`src/rtl/exe_wb_pipe.sv`:
```
// EXE->WB register chain of STAGES slots with stall, flush, retired-write counter; EXE_WB_FWD_EN adds fwd lookup.
// Latency: STAGES-1 clk from acceptance to outputs with an empty, unstalled chain; 1 entry/clk throughput.
// Backpressure: out_ready=0 holds the output slot, upstream bubbles collapse, in_ready drops when all slots are full.
module exe_wb_pipe #(
  parameter int DSIZE  = 32,
  parameter int ASIZE  = 5,
  parameter int STAGES = 2,
  parameter int CNTW   = 32
) (
  input  logic             clk,
  input  logic             rst,
  input  logic             flush,
  input  logic             in_valid,
  output logic             in_ready,
  input  logic [DSIZE-1:0] aluout_in,
  input  logic [ASIZE-1:0] waddr_in,
  input  logic             wen_in,
  output logic             out_valid,
  input  logic             out_ready,
  output logic [DSIZE-1:0] aluout_out,
  output logic [ASIZE-1:0] waddr_out,
  output logic             wen_out,
`ifdef EXE_WB_FWD_EN
  input  logic [ASIZE-1:0] fwd_raddr,
  output logic             fwd_hit,
  output logic [DSIZE-1:0] fwd_data,
`endif
  output logic [CNTW-1:0]  wb_count
);

  typedef struct packed {
    logic [DSIZE-1:0] d;
    logic [ASIZE-1:0] a;
    logic             w;
  } entry_t;

  logic [STAGES-1:0] v;
  entry_t            slot [STAGES];
  logic [STAGES-1:0] mv;
  logic [STAGES-1:0] free;
  logic              accept;
  logic              out_hs;
  entry_t            in_ent;

  // mv[i]: the content of slot i leaves it at the next edge (if it holds one).
  always_comb begin
    mv = '0;
    mv[STAGES-1] = out_ready;
    for (int i = STAGES - 2; i >= 0; i--) begin
      mv[i] = !v[i+1] || mv[i+1];
    end
    free = ~v | mv;
  end

  assign in_ent   = '{d: aluout_in, a: waddr_in, w: wen_in};
  assign in_ready = !flush && free[0];
  assign accept   = in_valid && in_ready;

  assign out_valid  = v[STAGES-1];
  assign aluout_out = slot[STAGES-1].d;
  assign waddr_out  = slot[STAGES-1].a;
  assign wen_out    = v[STAGES-1] && slot[STAGES-1].w;
  assign out_hs     = out_valid && out_ready;

  always_ff @(posedge clk) begin
    if (rst) begin
      for (int i = 0; i < STAGES; i++) begin
        v[i]    <= 1'b0;
        slot[i] <= '0;
      end
      wb_count <= '0;
    end else begin
      // A handshake in a flush cycle still retires and counts.
      if (out_hs && slot[STAGES-1].w) begin
        wb_count <= wb_count + CNTW'(1);
      end
      if (flush) begin
        for (int i = 0; i < STAGES; i++) begin
          v[i]      <= 1'b0;
          slot[i].w <= 1'b0;
        end
      end else begin
        for (int i = STAGES - 1; i >= 1; i--) begin
          if (v[i-1] && free[i]) begin
            slot[i] <= slot[i-1];
            v[i]    <= 1'b1;
          end else if (mv[i]) begin
            v[i] <= 1'b0;
          end
        end
        if (accept) begin
          slot[0] <= in_ent;
          v[0]    <= 1'b1;
        end else if (mv[0]) begin
          v[0] <= 1'b0;
        end
      end
    end
  end

`ifdef EXE_WB_FWD_EN
  // Scan oldest to youngest so the youngest (lowest index) match wins.
  always_comb begin
    fwd_hit  = 1'b0;
    fwd_data = '0;
    for (int i = STAGES - 1; i >= 0; i--) begin
      if (v[i] && slot[i].w && (slot[i].a == fwd_raddr) && (fwd_raddr != '0)) begin
        fwd_hit  = 1'b1;
        fwd_data = slot[i].d;
      end
    end
  end
`endif

endmodule

```
`config.mk`:
```
export PLATFORM = sky130hd
export DESIGN_NAME = exe_wb_pipe
export DESIGN_NICKNAME = d
export VERILOG_FILES = /design/src/rtl/exe_wb_pipe.sv
export SDC_FILE = /design/constraint.sdc
export NUM_CORES = 1
export LEC_CHECK = 0
export ABC_AREA = 0
export CORE_ASPECT_RATIO = 1.2
export CORE_MARGIN = 2
export CORE_UTILIZATION = 45
export DETAILED_ROUTE_END_ITERATION = 16
export PLACE_DENSITY_LB_ADDON = 0.1
export REMOVE_ABC_BUFFERS = 1
export SYNTH_ARGS = -nofsm -noshare
export SYNTH_HDL_FRONTEND = slang
export SYNTH_SLANG_ARGS = --single-unit
```
`constraint.sdc`:
```
create_clock -name clk -period 2.65 [get_ports clk]
set_input_delay 0.53 -clock clk [delete_from_list [all_inputs] [get_ports clk]]
set_output_delay 0.53 -clock clk [all_outputs]
set_load 0.05 [all_outputs]
```
* Yosys cells after proc, flatten, opt, wreduce, memory -nomap -nowiden
Memories as Yosys holds them, arrays and structs flattened.
Cells that the tools add are included.
** Storage, ports and cells
- RAM bits :: 76
- Memories kept :: 1
- Register bits after elaboration :: 34
- Input port bits :: 43
- Output and inout port bits :: 72
- Word-level logic and storage cells :: 48
** Memories
- slot :: depth 2, width 38, rd ports 2, clocked after memory_dff 0, wr ports 2, line 38 : entry_t slot [STAGES];
** Operators by class
- $add $sub $neg :: 1
- Bitwise gates (word level) :: 8
- Reduce and logical (&&, ||, !) cells :: 12
- Multiplexer cells :: 23
** Operator list (count)
- 2-to-1 mux 37 bit :: 2
- adder 32 x 1 -> 32 bit, second input constant :: 1
- 2-to-1 mux 1 bit :: 21
- logical AND 1 bit :: 6
- OR 1 bit :: 6
- nonzero test 2 bit :: 2
- logical NOT 1 bit :: 2
- inverter 2 bit :: 1
- OR 2 bit :: 1
- OR reduction 2 bit :: 1
- logical OR 1 bit :: 1

* Logic depth before layout (Yosys ltp)
Gate-level depths: netlist of the first run.
- Depth in word-level cells :: 10
- Gate-level depth with buffers :: 6
- Depth with buffers taken out :: 5

* Least setup slack after synthesis of the first run
Ideal clock, no wire load.
- Path type :: register -> register
- Start :: reg v[1]
- End :: mem slot[0][10] (netlist name), enable pin
- Stages on the path, launching flop included :: 5
- Data required time :: 2250 ps
- Setup slack :: -281 ps
- Arrival time :: 2531 ps
- Period minus slack after synthesis :: 2931 ps
- Cells stage by stage :: dfxtp_1 > and3b_1 > nor2_1 > nand2_1 > nand2b_1
** RTL lines
- start: declaration :: line 37 : logic [STAGES-1:0] v;
- start signal: indexed assignment :: line 68 : v[i] <= 1'b0;
- start signal: indexed assignment :: line 79 : v[i] <= 1'b0;
- start signal: indexed assignment :: line 86 : v[i] <= 1'b1;
- end: declaration :: line 38

* Final worst setup path of the first run
- Start :: in out_ready
- End :: out in_ready
** On the way
- Word-level cells in the longest chain between the ends :: 3
** RTL lines
- start: declaration :: line 19 : input logic out_ready,
- logical OR 1 bit :: line 50 : mv[i] = !v[i+1] || mv[i+1];
- OR 2 bit :: line 52 : free = ~v | mv;
- logical AND 1 bit :: line 56 : assign in_ready = !flush && free[0];
- end: declaration :: line 14 : output logic in_ready,
No other way between the ends.

==> results of run 1 <==
-- power by group --
part	total, mW	internal, mW	switching (mW)
Clock	1.45	0.833	0.615
Sequential	1.92	1.91	0.0175
Combinational	0.338	0.138	0.200
-- worst min-delay path by stage --
stage,cells past startpoint,endpoint,startpoint
2_1_floorplan,1,slot[0][38],slot[0][0]
3_3_place_gp,2,wb_count[26],wb_count[26]
3_5_place_dp,2,wb_count[31],wb_count[31]
4_1_cts,2,wb_count[31],wb_count[31]
5_1_grt,2,wb_count[31],wb_count[31]
6_report,2,wb_count[31],wb_count[31]
-- cells in the mapped netlist (3+ instances only) --
cell / count / area (um^2)
and2_1: 78 / 488
or4_1: 14 / 105
xnor2_1: 5 / 43.8
a21oi_1: 23 / 115
buf_4: 38 / 285
o21ai_0: 9 / 45.0
xor2_1: 3 / 26.3
o31ai_1: 14 / 105
nor2_1: 13 / 48.8
nor3_1: 3 / 15.0
edfxtp_1: 76 / 2280
nand4_1: 5 / 31.3
nand3_1: 13 / 65.1
inv_1: 7 / 26.3
dfxtp_1: 34 / 681
nand2_1: 14 / 52.6
and4_1: 4 / 35.0
and3_1: 3 / 18.8
clkbuf_1: 13 / 48.8
or3_1: 7 / 43.8
-- through the flow --
stage,hold slack (ps),area (um^2),util (%),instances,TNS (ps)
final,499,6140,58.7,611,0
after global routing,530,6140,58.7,611,0
after CTS,498,6140,58.7,611,0
after detailed placement,482,5820,55.6,595,-81.4
after global placement,474,5820,55.6,595,0
after floorplan,497,4420,-,346,-23120
-- layout make-up --
class | count | area share, %
multi-input combinational | 229 | 23.6
sequential | 110 | 48.2
tap | 129 | 2.63
timing repair buffer | 120 | 19.9
inverter | 7 | 0.428
clock buffer | 9 | 3.67
clock inverter | 7 | 1.57
-- sequential cells by signal, summed over array words and instances (netlist names) --
| register | count |
|---|---|
| v | 2 |
| wb_count | 32 |
| slot | 76 |
-- kinds of logic (layout without fill, tap and decap cells) --
family	Yosys count	count (layout)	share of synthesized area [%]
AOI/OAI and AO/OA	48	48	5.85
muxes	2	2	0.470
and+or+nand+nor	170	170	21.7
buffers and inverters	63	143	8.38
DFF	110	110	61.8
adders and majority gates	1	1	0.261
xor gates and xnor gates	8	8	1.46
-- worst max-delay path: cells and delay by family --
family                 cells  cell delay (ps)
buffers and inverters      2              720
AND/OR/NAND/NOR            2              500
-- routing by layer --
layer / up-vias / GRT usage (%)
met5: - / 0
met4: 0 / 6.03
met3: 9 / 5.05
met2: 85 / 26.8
met1: 1497 / 19.5
li1: 1546 / -
==> metrics.cfg, run 1 <==
[cells_and_area]
register_area_um2 = 2960
final_cell_mix = 113 x clkdlybuf4s50_1, 78 x and2_1, 76 x edfxtp_1
multiInputGateArea_um2 = 1450
drive_above_1_share_pct = 7.68
fillers = 890
final_common_cell = clkdlybuf4s50_1
nets = 521
area_growth_pct = 28.2
diodes = 0

[critical_path]
worst_ep_required_time_ps = 2120
rr_endpoint = wb_count[30]
max_stage_delay_ps = 540
worst_setup_path_startpoint = out_ready
arrival_ps = 1750
crit_chain = clkdlybuf4s50_1, and3b_1, nor2_1, buf_12
rr_worst_depth = 5
crit_path_end_kind = primary output
critPathSlowestCell = clkdlybuf4s50_1
endpoint = in_ready
cp_max_fo = 6
path_class = in -> out
cp-start-kind = input pin
worstReg2RegStart = wb_count[0]
r2r_slack_ps = 470

[clocking]
cts_resized = 0
path_clk_slew_ps = 70
tritoncts = yes
insertion_delay_ps = 340
cts_root_buf = clkbuf_16
clock_sinks = 110
ctsHoldBuffers = 0
clockBufferDepth = 2
cts_buffers = 9
h-tree-depth = 3
cts_post_setup_buffers_inserted = 0

[yosys]
yosys_warnings = 0
synth_ff_type = edfxtp_1
synth_area_per_cell_um2 = 11.9
netlist_instances = 402
ys_seq_area_share_pct = 61.8
ys_seq_elements = 110
yosysUniqueCellTypes = 40
synth_edf_count = 76
ys_async_sr_fraction_pct = 0
syn_area_um2 = 4790

[placed_design]
place_ws_ps = -29.2
place.gp.congestion = 0.769
port_buffers = 114
dp_hpwl_um = 6120

[routing]
ant_nets = 0
wl_met1_um = 3880
dr_wl_met2_um = 4480
num_vias = 3137
wl_met3_um = 563
totalWireLength_um = 9050
drt-initial-drc-count = 99
wire_per_inst_um = 14.8
routed.top_layer = met4
dr.pass1.iters = 5
drc = 0
via_per_inst = 5.13

[run_status]
status = finished clean

[timing]
worst_pin_slew_ps = 1130
rsz0062_at_grt = no
skew_ps = 9.88
slew_headroom_pct = 24.7
setup_viol = 0
clock.fmax_ghz = 0.439
post-route-period-util_pct = 86.0
finalMaxSlewViolations = 0
setup_slack_ps = 371
hold_viol_final = 0
period_minus_slack_ps = 2280

[grt]
antenna_found_initial = 0
grt_max_degree = 77
grtUsageTotal_pct = 15.9
grt_overflow = 0
grt_pass1_wl_um = 14400
first_global_vias = 3008

[run]
drv_cap = 0

[floorplanning]
die_h_um = 117
start_util_pct = 45.8
pin_count = 115
die_w_um = 98.2
dieArea_um2 = 11500
num_rows = 41
core-area_um2 = 10500

[pwr]
power.density_nw_per_um2 = 604
total_power_mw = 3.71
vdd_ir_drop_max_mv = 0.314
p_leak_nw = 2.16

[worst_hold_path]
hold_path.class = reg -> reg

(Power assumes the default switching activity.)
==> run 2, diff against run 1 <==
--- a/config.mk
+++ b/config.mk
@@ -12,6 +12,7 @@
 export DETAILED_ROUTE_END_ITERATION = 16
 export PLACE_DENSITY_LB_ADDON = 0.1
 export REMOVE_ABC_BUFFERS = 1
+export SKIP_CTS_REPAIR_TIMING = 1
 export SYNTH_ARGS = -nofsm -noshare
 export SYNTH_HDL_FRONTEND = slang
 export SYNTH_SLANG_ARGS = --single-unit
==> results of run 2 <==
Same layout as run 1: the final DEF is identical, and so are final timing and power.
==> run 3, diff against run 2 <==
--- a/config.mk
+++ b/config.mk
@@ -10,6 +10,8 @@
 export CORE_MARGIN = 2
 export CORE_UTILIZATION = 45
 export DETAILED_ROUTE_END_ITERATION = 16
+export GPL_ROUTABILITY_DRIVEN = 0
+export HOLD_SLACK_MARGIN = 0.08
 export PLACE_DENSITY_LB_ADDON = 0.1
 export REMOVE_ABC_BUFFERS = 1
 export SKIP_CTS_REPAIR_TIMING = 1
==> results of run 3 <==
Same layout as run 1: the final DEF is identical, and so are final timing and power.
